[src/rtl/fifo_enq_arbiter.sv]
// Round-robin arbiter sharing one FIFO write port among NUM_REQ producers.
// A granted requester may keep the port for up to BURST_LEN consecutive beats.
// The arbiter also drives the FIFO's clr pin for flushes.
//
// Handshake: requester i offers a beat by raising req[i] with its data on
// req_data. The beat is consumed on the rising edge where gnt[i] is high.
// Towards the FIFO, enq acts as valid and full_n as ready. enq is never
// raised while full_n is low, so every enq pulse is a completed write.
module fifo_enq_arbiter #(
  parameter int NUM_REQ    = 3,
  parameter int DATA_WIDTH = 4,
  parameter int BURST_LEN  = 2,
  parameter int IDX_WIDTH  = 2
) (
  input  logic                          clk,
  input  logic                          rst,
  input  logic [NUM_REQ-1:0]            req,
  input  logic [NUM_REQ*DATA_WIDTH-1:0] req_data,
  output logic [NUM_REQ-1:0]            gnt,
  input  logic                          flush,
  input  logic                          full_n,
  output logic                          enq,
  output logic [DATA_WIDTH-1:0]         din,
  output logic                          clr,
  output logic [IDX_WIDTH-1:0]          owner,
  output logic                          busy
);

  localparam int CNT_WIDTH = $clog2(BURST_LEN + 1);

  typedef enum logic {
    IDLE = 1'b0,
    HOLD = 1'b1
  } state_t;

  // All registered arbiter state in one struct so it can be probed as a unit.
  typedef struct packed {
    state_t               state;
    logic [IDX_WIDTH-1:0] rr_ptr;
    logic [IDX_WIDTH-1:0] owner;
    logic [CNT_WIDTH-1:0] beat_cnt;
  } regs_t;

  regs_t r;
  regs_t r_n;

  logic                 hold_owner;
  logic                 found;
  logic                 beat;
  logic [IDX_WIDTH-1:0] search_start;
  logic [IDX_WIDTH-1:0] winner;
  logic [IDX_WIDTH-1:0] idx;
  logic [IDX_WIDTH:0]   sum;

  // Next index in ring order; NUM_REQ need not be a power of two.
  function automatic logic [IDX_WIDTH-1:0] wrap_inc(input logic [IDX_WIDTH-1:0] i);
    if (i >= IDX_WIDTH'(NUM_REQ - 1)) return '0;
    return i + IDX_WIDTH'(1);
  endfunction

  // Winner selection: the holding owner wins outright; otherwise scan the ring.
  always_comb begin
    hold_owner   = (r.state == HOLD) && req[r.owner];
    search_start = (r.state == HOLD) ? wrap_inc(r.owner) : r.rr_ptr;
    found        = 1'b0;
    winner       = '0;
    idx          = '0;
    sum          = '0;
    if (hold_owner) begin
      found  = 1'b1;
      winner = r.owner;
    end else begin
      for (int k = 0; k < NUM_REQ; k++) begin
        sum = {1'b0, search_start} + (IDX_WIDTH + 1)'(k);
        if (sum >= (IDX_WIDTH + 1)'(NUM_REQ)) sum = sum - (IDX_WIDTH + 1)'(NUM_REQ);
        idx = sum[IDX_WIDTH-1:0];
        if (!found && req[idx]) begin
          found  = 1'b1;
          winner = idx;
        end
      end
    end
  end

  // Port outputs: a beat needs a winner, FIFO space, no flush and no reset.
  always_comb begin
    beat  = full_n && found && !flush && !rst;
    enq   = beat;
    gnt   = '0;
    din   = '0;
    for (int i = 0; i < NUM_REQ; i++) begin
      if (beat && (winner == IDX_WIDTH'(i))) begin
        gnt[i] = 1'b1;
        din    = req_data[i*DATA_WIDTH +: DATA_WIDTH];
      end
    end
    clr   = flush;
    owner = r.owner;
    busy  = (r.state == HOLD);
  end

  // Next-state logic for the ownership FSM.
  always_comb begin
    r_n = r;
    if (flush) begin
      r_n.state    = IDLE;
      r_n.rr_ptr   = '0;
      r_n.beat_cnt = '0;
    end else if (hold_owner) begin
      // Owner still requesting: stall on backpressure, else count the beat.
      if (beat) begin
        r_n.beat_cnt = r.beat_cnt + CNT_WIDTH'(1);
        if (r.beat_cnt + CNT_WIDTH'(1) == CNT_WIDTH'(BURST_LEN)) begin
          r_n.rr_ptr = wrap_inc(r.owner);
          r_n.state  = IDLE;
        end
      end
    end else if (beat) begin
      // New ownership, either from IDLE or from a same-cycle release.
      r_n.owner    = winner;
      r_n.beat_cnt = CNT_WIDTH'(1);
      if (BURST_LEN == 1) begin
        r_n.rr_ptr = wrap_inc(winner);
        r_n.state  = IDLE;
      end else begin
        r_n.state  = HOLD;
      end
    end else if (r.state == HOLD) begin
      // Owner released with nothing to hand over: resume after the old owner.
      r_n.rr_ptr = wrap_inc(r.owner);
      r_n.state  = IDLE;
    end
  end

  // State register; reset abandons any burst immediately.
  always_ff @(posedge clk or posedge rst) begin
    if (rst) r <= '{state: IDLE, rr_ptr: '0, owner: '0, beat_cnt: '0};
    else     r <= r_n;
  end

endmodule
[config.mk]
export PLATFORM = sky130hd
export DESIGN_NAME = fifo_enq_arbiter
export DESIGN_NICKNAME = d
export VERILOG_FILES = /design/src/rtl/fifo_enq_arbiter.sv
export SDC_FILE = /design/constraint.sdc
export NUM_CORES = 1
export LEC_CHECK = 0
export ABC_AREA = 1
export CORE_ASPECT_RATIO = 1.5
export CORE_MARGIN = 2
export CORE_UTILIZATION = 40
export DETAILED_ROUTE_END_ITERATION = 16
export MAX_ROUTING_LAYER = met4
export PLACE_DENSITY = 0.73
export RECOVER_POWER = 25
export SYNTH_ARGS = -nofsm -noshare
export SYNTH_HDL_FRONTEND = slang
export SYNTH_SLANG_ARGS = --single-unit
[constraint.sdc]
create_clock -name clk -period 3.5 [get_ports clk]
set_input_delay 1.05 -clock clk [delete_from_list [all_inputs] [get_ports clk]]
set_output_delay 1.05 -clock clk [all_outputs]
set_load 0.05 [all_outputs]
==> results of run 1 <==
-- path summary, 6_finish.rpt --
path | from | cells past startpoint | slack, ns | endpoint
worst max-delay path | busy$_DFFE_PP0P_ | 16 | -0.13 | din[0]
worst min-delay path | r[1]$_DFFE_PP0P_ | 2 | 0.48 | r[1]$_DFFE_PP0P_
worst max register to register | busy$_DFFE_PP0P_ | 19 | 1.01 | r[4]$_DFFE_PP0P_
worst min register to register | r[1]$_DFFE_PP0P_ | 2 | 0.48 | r[1]$_DFFE_PP0P_
max in group asynchronous | rst | 3 | 2.10 | owner[1]$_DFFE_PP0P_
min in group asynchronous | rst | 3 | 1.17 | r[5]$_DFFE_PP0P_
-- cell usage in the layout (no fill, tap or decap), drive strengths merged --
cell / n
a21oi: 4
o211ai: 2
clkinv: 1
clkdlybuf4s50: 18
buf: 45
nand2: 45
clkbuf: 5
nand4: 6
ha: 3
or2: 1
o21ai: 9
inv: 20
nor3: 1
nor2: 9
o31ai: 1
nand3: 12
dfrtp: 7
clkdlybuf4s15: 1
-- critical path, delay by kind of cell, from the launching register on --
kind / cells / cell delay (ns)
buffers and inverters: 4 / 0.33
AO/OA/AOI/OAI: 1 / 0.05
adder cells (fa/ha/maj): 1 / 0.30
AND/OR/NAND/NOR: 10 / 1.19
flip-flops: 1 / 0.44
-- power breakdown --
| part | total, mW | switching, mW | internal [mW] | leakage, nW |
|---|---|---|---|---|
| clock network | 0.0748 | 0.0312 | 0.0436 | 0.0150 |
| logic | 1.75 | 0.946 | 0.808 | 0.712 |
| registers | 0.146 | 0.0350 | 0.111 | 0.0888 |
| total | 1.98 | 1.01 | 0.963 | 0.816 |
-- Yosys cell counts --
master                     instances  area (sq um)
sky130_fd_sc_hd__clkinv_4          1          8.76
sky130_fd_sc_hd__nor2_1            7          26.3
sky130_fd_sc_hd__ha_1              3          37.5
sky130_fd_sc_hd__nand2_1          32           120
sky130_fd_sc_hd__or2_1             1          6.26
sky130_fd_sc_hd__o21ai_0           6          30.0
sky130_fd_sc_hd__nand3_1           9          45.0
sky130_fd_sc_hd__o21ai_1           1          5.00
sky130_fd_sc_hd__dfrtp_1           7           175
sky130_fd_sc_hd__nand2_4           7          78.8
sky130_fd_sc_hd__buf_4             3          22.5
sky130_fd_sc_hd__o211ai_1          2          15.0
sky130_fd_sc_hd__nor3_1            1          5.00
sky130_fd_sc_hd__a21oi_2           1          8.76
sky130_fd_sc_hd__inv_2             3          11.3
sky130_fd_sc_hd__o31ai_1           1          7.51
sky130_fd_sc_hd__nand2_2           6          37.5
sky130_fd_sc_hd__a21oi_1           3          15.0
sky130_fd_sc_hd__nand3_4           1          17.5
sky130_fd_sc_hd__nand4_1           6          37.5
sky130_fd_sc_hd__nor2_4            2          22.5
sky130_fd_sc_hd__o21ai_2           2          17.5
sky130_fd_sc_hd__nand3_2           2          20.0
sky130_fd_sc_hd__inv_1            17          63.8
-- layout make-up --
class / instances / area [sq um]
inverters: 21 / 91.3
well taps: 22 / 27.5
clock buffers: 4 / 26.3
multi-input cells: 93 / 762
fillers: 98 / 250
flip-flops and latches: 7 / 179
repair buffers: 65 / 666
-- routing by layer --
layer	routed length [um]	track usage	vias up
met5	0	-	-
met2	1950	0.498	38
met3	122	0.0409	14
met4	126	0.111	0
met1	1150	0.259	518
li1	-	-	529
-- state kept, by name, indices dropped and copies added, names as in the netlist --
register / flops
busy: 1
owner: 2
r: 4
-- what timing repair did --
item	4_1_cts	5_1_grt
endpoints found under the hold margin	0	0
resized for setup	34	28
buffers inserted	17	4
setup endpoints to repair	8	8
cloned	0	0
pin swaps	24	22
-- through the flow --
step           cells  hold WS, ns
5_1_grt          212        0.521
4_1_cts          208        0.483
2_1_floorplan    124        0.447
3_5_place_dp     187        0.460
6_report         212        0.484
3_3_place_gp     187        0.460
-- cell families (layout without fill, tap and decap cells) --
kind of cell    Yosys count  count (layout)
compound gates           16              16
simple gates             74              74
flops                     7               7
buf+inv                  24              90
fa+ha+maj                 3               3
==> results.md, run 1 <==
| Item | Reported |
| --- | --- |
| Standard cell with the maximum stage delay on the critical path | sky130_fd_sc_hd__dfrtp_2 |
| Static leakage | 0.816 nW |
| Clock skew | 0.00202 ns |
| Utilization after layout | 0.875 |
| Max Root-Sink Buffers | 2 |
| Drt total wl | 3350 um |
| Count of input and output buffers | 30 |
| Crit start category | register |
| Cell with the most instances on the worst path | sky130_fd_sc_hd__nand2_4 |
| Max-slew violation total from the final report | 0 |
| Overall die width | 41.3 um |
| WP data required | 2.45 ns |
| Adder-Cell Fraction of Synth Area | 0.0450 |
| Clock root buffer master | sky130_fd_sc_hd__clkbuf_4 |
| Highest cell delay on the worst timing path | 0.44 ns |
| Final critical-path share of the clock period | 1.04 |
| Sum of overflow across all layers after global routing | 0 |
| Hpwl dp | 2000 um |
| Post-Place Worst Slack | -0.396 ns |
| Synth cell types | 24 |
| Share of the synthesized area in compound gates (AO/OA/AOI/OAI) | 0.118 |
| Register area share after synthesis | 0.210 |
| Worst hold path class | register to register |
| Critical path data arrival time | 2.58 ns |
| Num Clock Sinks | 7 |
| Max VDD drop | 544 uV |
| Setup slack of the critical path after layout | -0.131 ns |
| Ratio of cells with drive above 1 in the final layout | 0.637 |
| Standard cell area after detailed placement | 1410 sq um |
| Setup_tns | -0.464 ns |
| Main combinational cell family by area after synthesis | simple AND/OR/NAND/NOR gates |
| Post-synthesis register bit count | 7 |
| RSZ-0062 raised after global routing | yes |
| Highest net fanout along the worst path | 5 |
| Simple-gate portion of the synthesized area | 0.499 |
| Count of H-tree levels built during CTS | 1 |
| Max frequency | 275 MHz |
| Die area | 2480 sq um |
| Number of nets produced by synthesis | 146 |
| Initial drt markers | 26 |
| DRC violations left | 0 |
| Vias after detailed routing | 1099 |
| Worst Setup End Kind | output pin |
| Power per standard cell area | 1130 nW/um^2 |
| Layout-stage area growth over the synthesis result | 110% |
| Length of the first detailed-routing pass in iterations | 4 |
| Run status | finished, violations left |
| Wire length of the first global-routing pass | 4460 um |
| Post-synthesis average cell area | 6.73 sq um |
| Routability Congestion | 0.791 |
| Violated checks | setup timing |
| Synth Cell Area | 835 sq um |
| Number of instances in the synthesized netlist | 124 |
| Critical path, cell by cell | or2_4 > nand2_4 > inv_4 > ha_4 > nand2_4 > o21ai_2 > nand2_1 > nand2_2 > inv_2 > nand4_1 > nand3_2 > nand2_4 > buf_6 > nand4_1 > nand3_4 > buf_12 |
| All-layer global routing usage | 0.271 |
| Mux contribution to synthesized area | 0 |
| Routed length per placed instance | 15.8 um |
| Actual slew at the worst max-slew pin | 0.532 ns |
| Clock slew at reported path FFs | 0.05 ns |
| Design Power | 1.98 mW |
| Core Area | 2000 sq um |
| Number of nets still failing antenna checks after routing | 0 |
| Max-cap viol count | 0 |
| Summed area of non-filler cells in the final layout | 1750 sq um |
| Number of antenna diodes | 0 |
| Number of global-route vias before repair | 1084 |
| WS Path Type | register to output pin |
| Yosys warning count | 0 |
| Pin count of the biggest net entering global routing | 8 |
| Clock tree from TritonCTS | built |
| Number of core rows | 20 |
| Number of setup violations in the final report | 6 |
| Minimum period implied by the final worst setup slack | 3.63 ns |
| Fin. Hold Viols | 0 |
| Boundary Pins | 31 |
| Final Net Count | 213 |
| Effective utilization at floorplan | 0.417 |
| Die height | 59.9 um |
| Headroom to the max-slew limit | 0.644 |
| Clock latency at the later pin of the worst-skew pair | 0.25 ns |
| Routed via count divided by cell count | 5.18 |
| XOR/XNOR share of the synthesized area | 0 |
| Antenna violations before repair | 0 |
| CTS buffer count | 3 |
| Hold-fix buffers, CTS | 0 |
(Power assumes the default switching activity.)
==> run 2: changes to the inputs <==
- ABC_CLOCK_PERIOD_IN_PS: default -> 3500
- SETUP_SLACK_MARGIN: default -> 0.2
==> run 2 against run 1 <==
  * The flow still finishes with violations (setup timing)
  * Maximum frequency is 0.99% lower
  * Die area did not move
  * Global-route usage shrank 0.73 points
  * Via count fell by 3.0%
  * Sequential share of layout area up 0.43 points
  * Combinational power shrank 9.7%
==> results.md, run 2 (same netlist as run 1, synthesis figures left out) <==
| Item | Reported |
| --- | --- |
| Final Net Count | 208 |
| CTS buffer count | 3 |
| Count of input and output buffers | 30 |
| All-layer global routing usage | 0.263 |
| Post-Place Worst Slack | -0.441 ns |
| Clock skew | 0.00282 ns |
| Highest cell delay on the worst timing path | 0.21 ns |
| Critical path's top delay family | simple AND/OR/NAND/NOR gates |
| Static leakage | 0.787 nW |
| Count of H-tree levels built during CTS | 1 |
| Max-slew violation total from the final report | 0 |
| Run status | finished, violations left |
| Actual slew at the worst max-slew pin | 0.496 ns |
| Number of fillers in the final layout | 124 |
| Cell with the most instances on the worst path | sky130_fd_sc_hd__nand2_2 |
| Total stage count of the critical path | 13 |
| Clock root buffer master | sky130_fd_sc_hd__clkbuf_4 |
| Die area | 2480 sq um |
| Summed area of non-filler cells in the final layout | 1680 sq um |
| Highest net fanout along the worst path | 5 |
| CP Buf/Inv Count | 4 |
| Clock latency at the later pin of the worst-skew pair | 0.25 ns |
| Routed via count divided by cell count | 5.15 |
| Minimum period implied by the final worst setup slack | 3.67 ns |
| Multi-input logic area | 732 sq um |
| Routability Congestion | 0.745 |
| Critical path data arrival time | 2.62 ns |
| Layout-stage area growth over the synthesis result | 101% |
| Crit start category | input pin |
| Reg-to-Reg End | r[4]$_DFFE_PP0P_ |
| Pin count of the biggest net entering global routing | 8 |
| Number of nets still failing antenna checks after routing | 0 |
| Worst Setup End Kind | output pin |
| Utilization after layout | 0.839 |
| Number of global-route vias before repair | 1060 |
| Vias after detailed routing | 1066 |
| Design Power | 1.79 mW |
| Number of setup violations in the final report | 7 |
| Hpwl dp | 2050 um |
| Standard cell area after detailed placement | 1430 sq um |
| Number of cells on the worst reg-to-reg path | 21 |
| Number of core rows | 20 |
| Most common cell after layout, fill and taps aside | sky130_fd_sc_hd__buf_4 |
| Standard cell with the maximum stage delay on the critical path | sky130_fd_sc_hd__clkdlybuf4s15_1 |
| Initial drt markers | 6 |
| Length of the first detailed-routing pass in iterations | 4 |
| Most frequent cells in the layout | sky130_fd_sc_hd__buf_4, sky130_fd_sc_hd__nand2_2, sky130_fd_sc_hd__clkdlybuf4s50_1, sky130_fd_sc_hd__nand2_1, sky130_fd_sc_hd__inv_1 |
| Headroom to the max-slew limit | 0.668 |
| Setup slack of the critical path after layout | -0.167 ns |
| WS Path Type | input pin to output pin |
| Flip-flop count of the largest register after layout | 4 |
| Sequential standard cell area | 179 sq um |
| Final critical-path share of the clock period | 1.05 |
| Critical path, cell by cell | clkdlybuf4s15_1 > inv_1 > nor2_1 > nand3_1 > nand2_2 > buf_6 > a21oi_4 > nand2_2 > nand2_4 > nor2_4 > nand2_2 > nand3_4 > buf_12 |
| Ratio of cells with drive above 1 in the final layout | 0.584 |
| Die height | 59.9 um |
| Boundary Pins | 31 |
| Overall die width | 41.3 um |
| Max-cap viol count | 0 |
| Violated checks | setup timing |
| Clock slew at reported path FFs | 0.05 ns |
| Fin. Hold Viols | 0 |
| Number of antenna diodes | 0 |
| Worst Setup EP | din[1] |
| Top register by number of flip-flops | r |
| Routed length per placed instance | 15.5 um |
| Power per standard cell area | 1070 nW/um^2 |
| RSZ-0062 raised after global routing | yes |
| DRC violations left | 0 |
| Hold-fix buffers, CTS | 0 |
| Worst reg2reg startpoint | owner[1]$_DFFE_PP0P_ |
| Core Area | 2000 sq um |
| Slack of the worst reg-to-reg path | 0.94 ns |
| Num Clock Sinks | 7 |
| Max VDD drop | 523 uV |
| Antenna violations before repair | 0 |
| Max frequency | 273 MHz |
| Launching element of the worst setup path | req[2] |
| Sum of overflow across all layers after global routing | 0 |
| Max Root-Sink Buffers | 2 |
| WP data required | 2.45 ns |
| Effective utilization at floorplan | 0.417 |
| Wire length of the first global-routing pass | 4350 um |
| Clock tree from TritonCTS | built |
| Worst hold path class | register to register |
| Drt total wl | 3210 um |
[run 2: cell types whose count changed in the layout (fill, tap and decap cells not counted), sizes merged]
cell,change
buf,-6
clkdlybuf4s15,+1
[run 2: worst min path at each step]
stage / slack, ns / cells past startpoint / endpoint / from
6_report: 0.49 / 2 / r[4]$_DFFE_PP0P_ / r[4]$_DFFE_PP0P_
3_5_place_dp: 0.46 / 2 / r[5]$_DFFE_PP0P_ / r[5]$_DFFE_PP0P_
5_1_grt: 0.54 / 2 / r[5]$_DFFE_PP0P_ / r[5]$_DFFE_PP0P_
2_1_floorplan: 0.45 / 2 / r[5]$_DFFE_PP0P_ / r[5]$_DFFE_PP0P_
4_1_cts: 0.47 / 2 / r[5]$_DFFE_PP0P_ / r[5]$_DFFE_PP0P_
3_3_place_gp: 0.46 / 2 / r[5]$_DFFE_PP0P_ / r[5]$_DFFE_PP0P_
[run 2: final cells by class]
class | count | area share
flip-flops and latches | 7 | 0.106
inverters | 21 | 0.0529
clock buffers | 4 | 0.0156
well taps | 22 | 0.0164
repair buffers | 60 | 0.373
multi-input cells | 93 | 0.436
[run 2: metal layers]
layer  vias up  track usage  wire length (um)  share of wire
li1        519            -                 -              -
met1       514        0.259              1130           0.35
met2        27        0.493              1960           0.61
met3         6       0.0409                70          0.022
met4         0       0.0737                49          0.015
met5         -            -                 0              0
[run 2: stage by stage]
step,hold WS [ns],TNS [ns],cells
3_5_place_dp,0.463,-2.82,187
2_1_floorplan,0.447,0,124
5_1_grt,0.536,-1.56,207
4_1_cts,0.473,-0.430,199
6_report,0.489,-0.927,207
3_3_place_gp,0.461,-2.26,187
[run 2: report_power, final]
part           internal, mW  total, mW  switching (mW)
logic                 0.686       1.58           0.890
registers             0.111      0.144          0.0329
clock network        0.0435     0.0736          0.0301
[run 2: repair_timing]
| action | 4_1_cts | 5_1_grt |
|---|---|---|
| cloned | 0 | 0 |
| buffers inserted | 8 | 8 |
| pin swaps | 24 | 25 |
| resized for setup | 23 | 21 |
| endpoints found under the setup margin | 8 | 8 |
[run 2: worst reg2reg max path, delay by kind of cell (launching register included)]
| kind | cells | cell delay (ns) |
|---|---|---|
| AO/OA/AOI/OAI | 2 | 0.08 |
| adder cells (fa/ha/maj) | 1 | 0.22 |
| buffers and inverters | 6 | 0.62 |
| flip-flops | 1 | 0.44 |
| AND/OR/NAND/NOR | 12 | 1.12 |
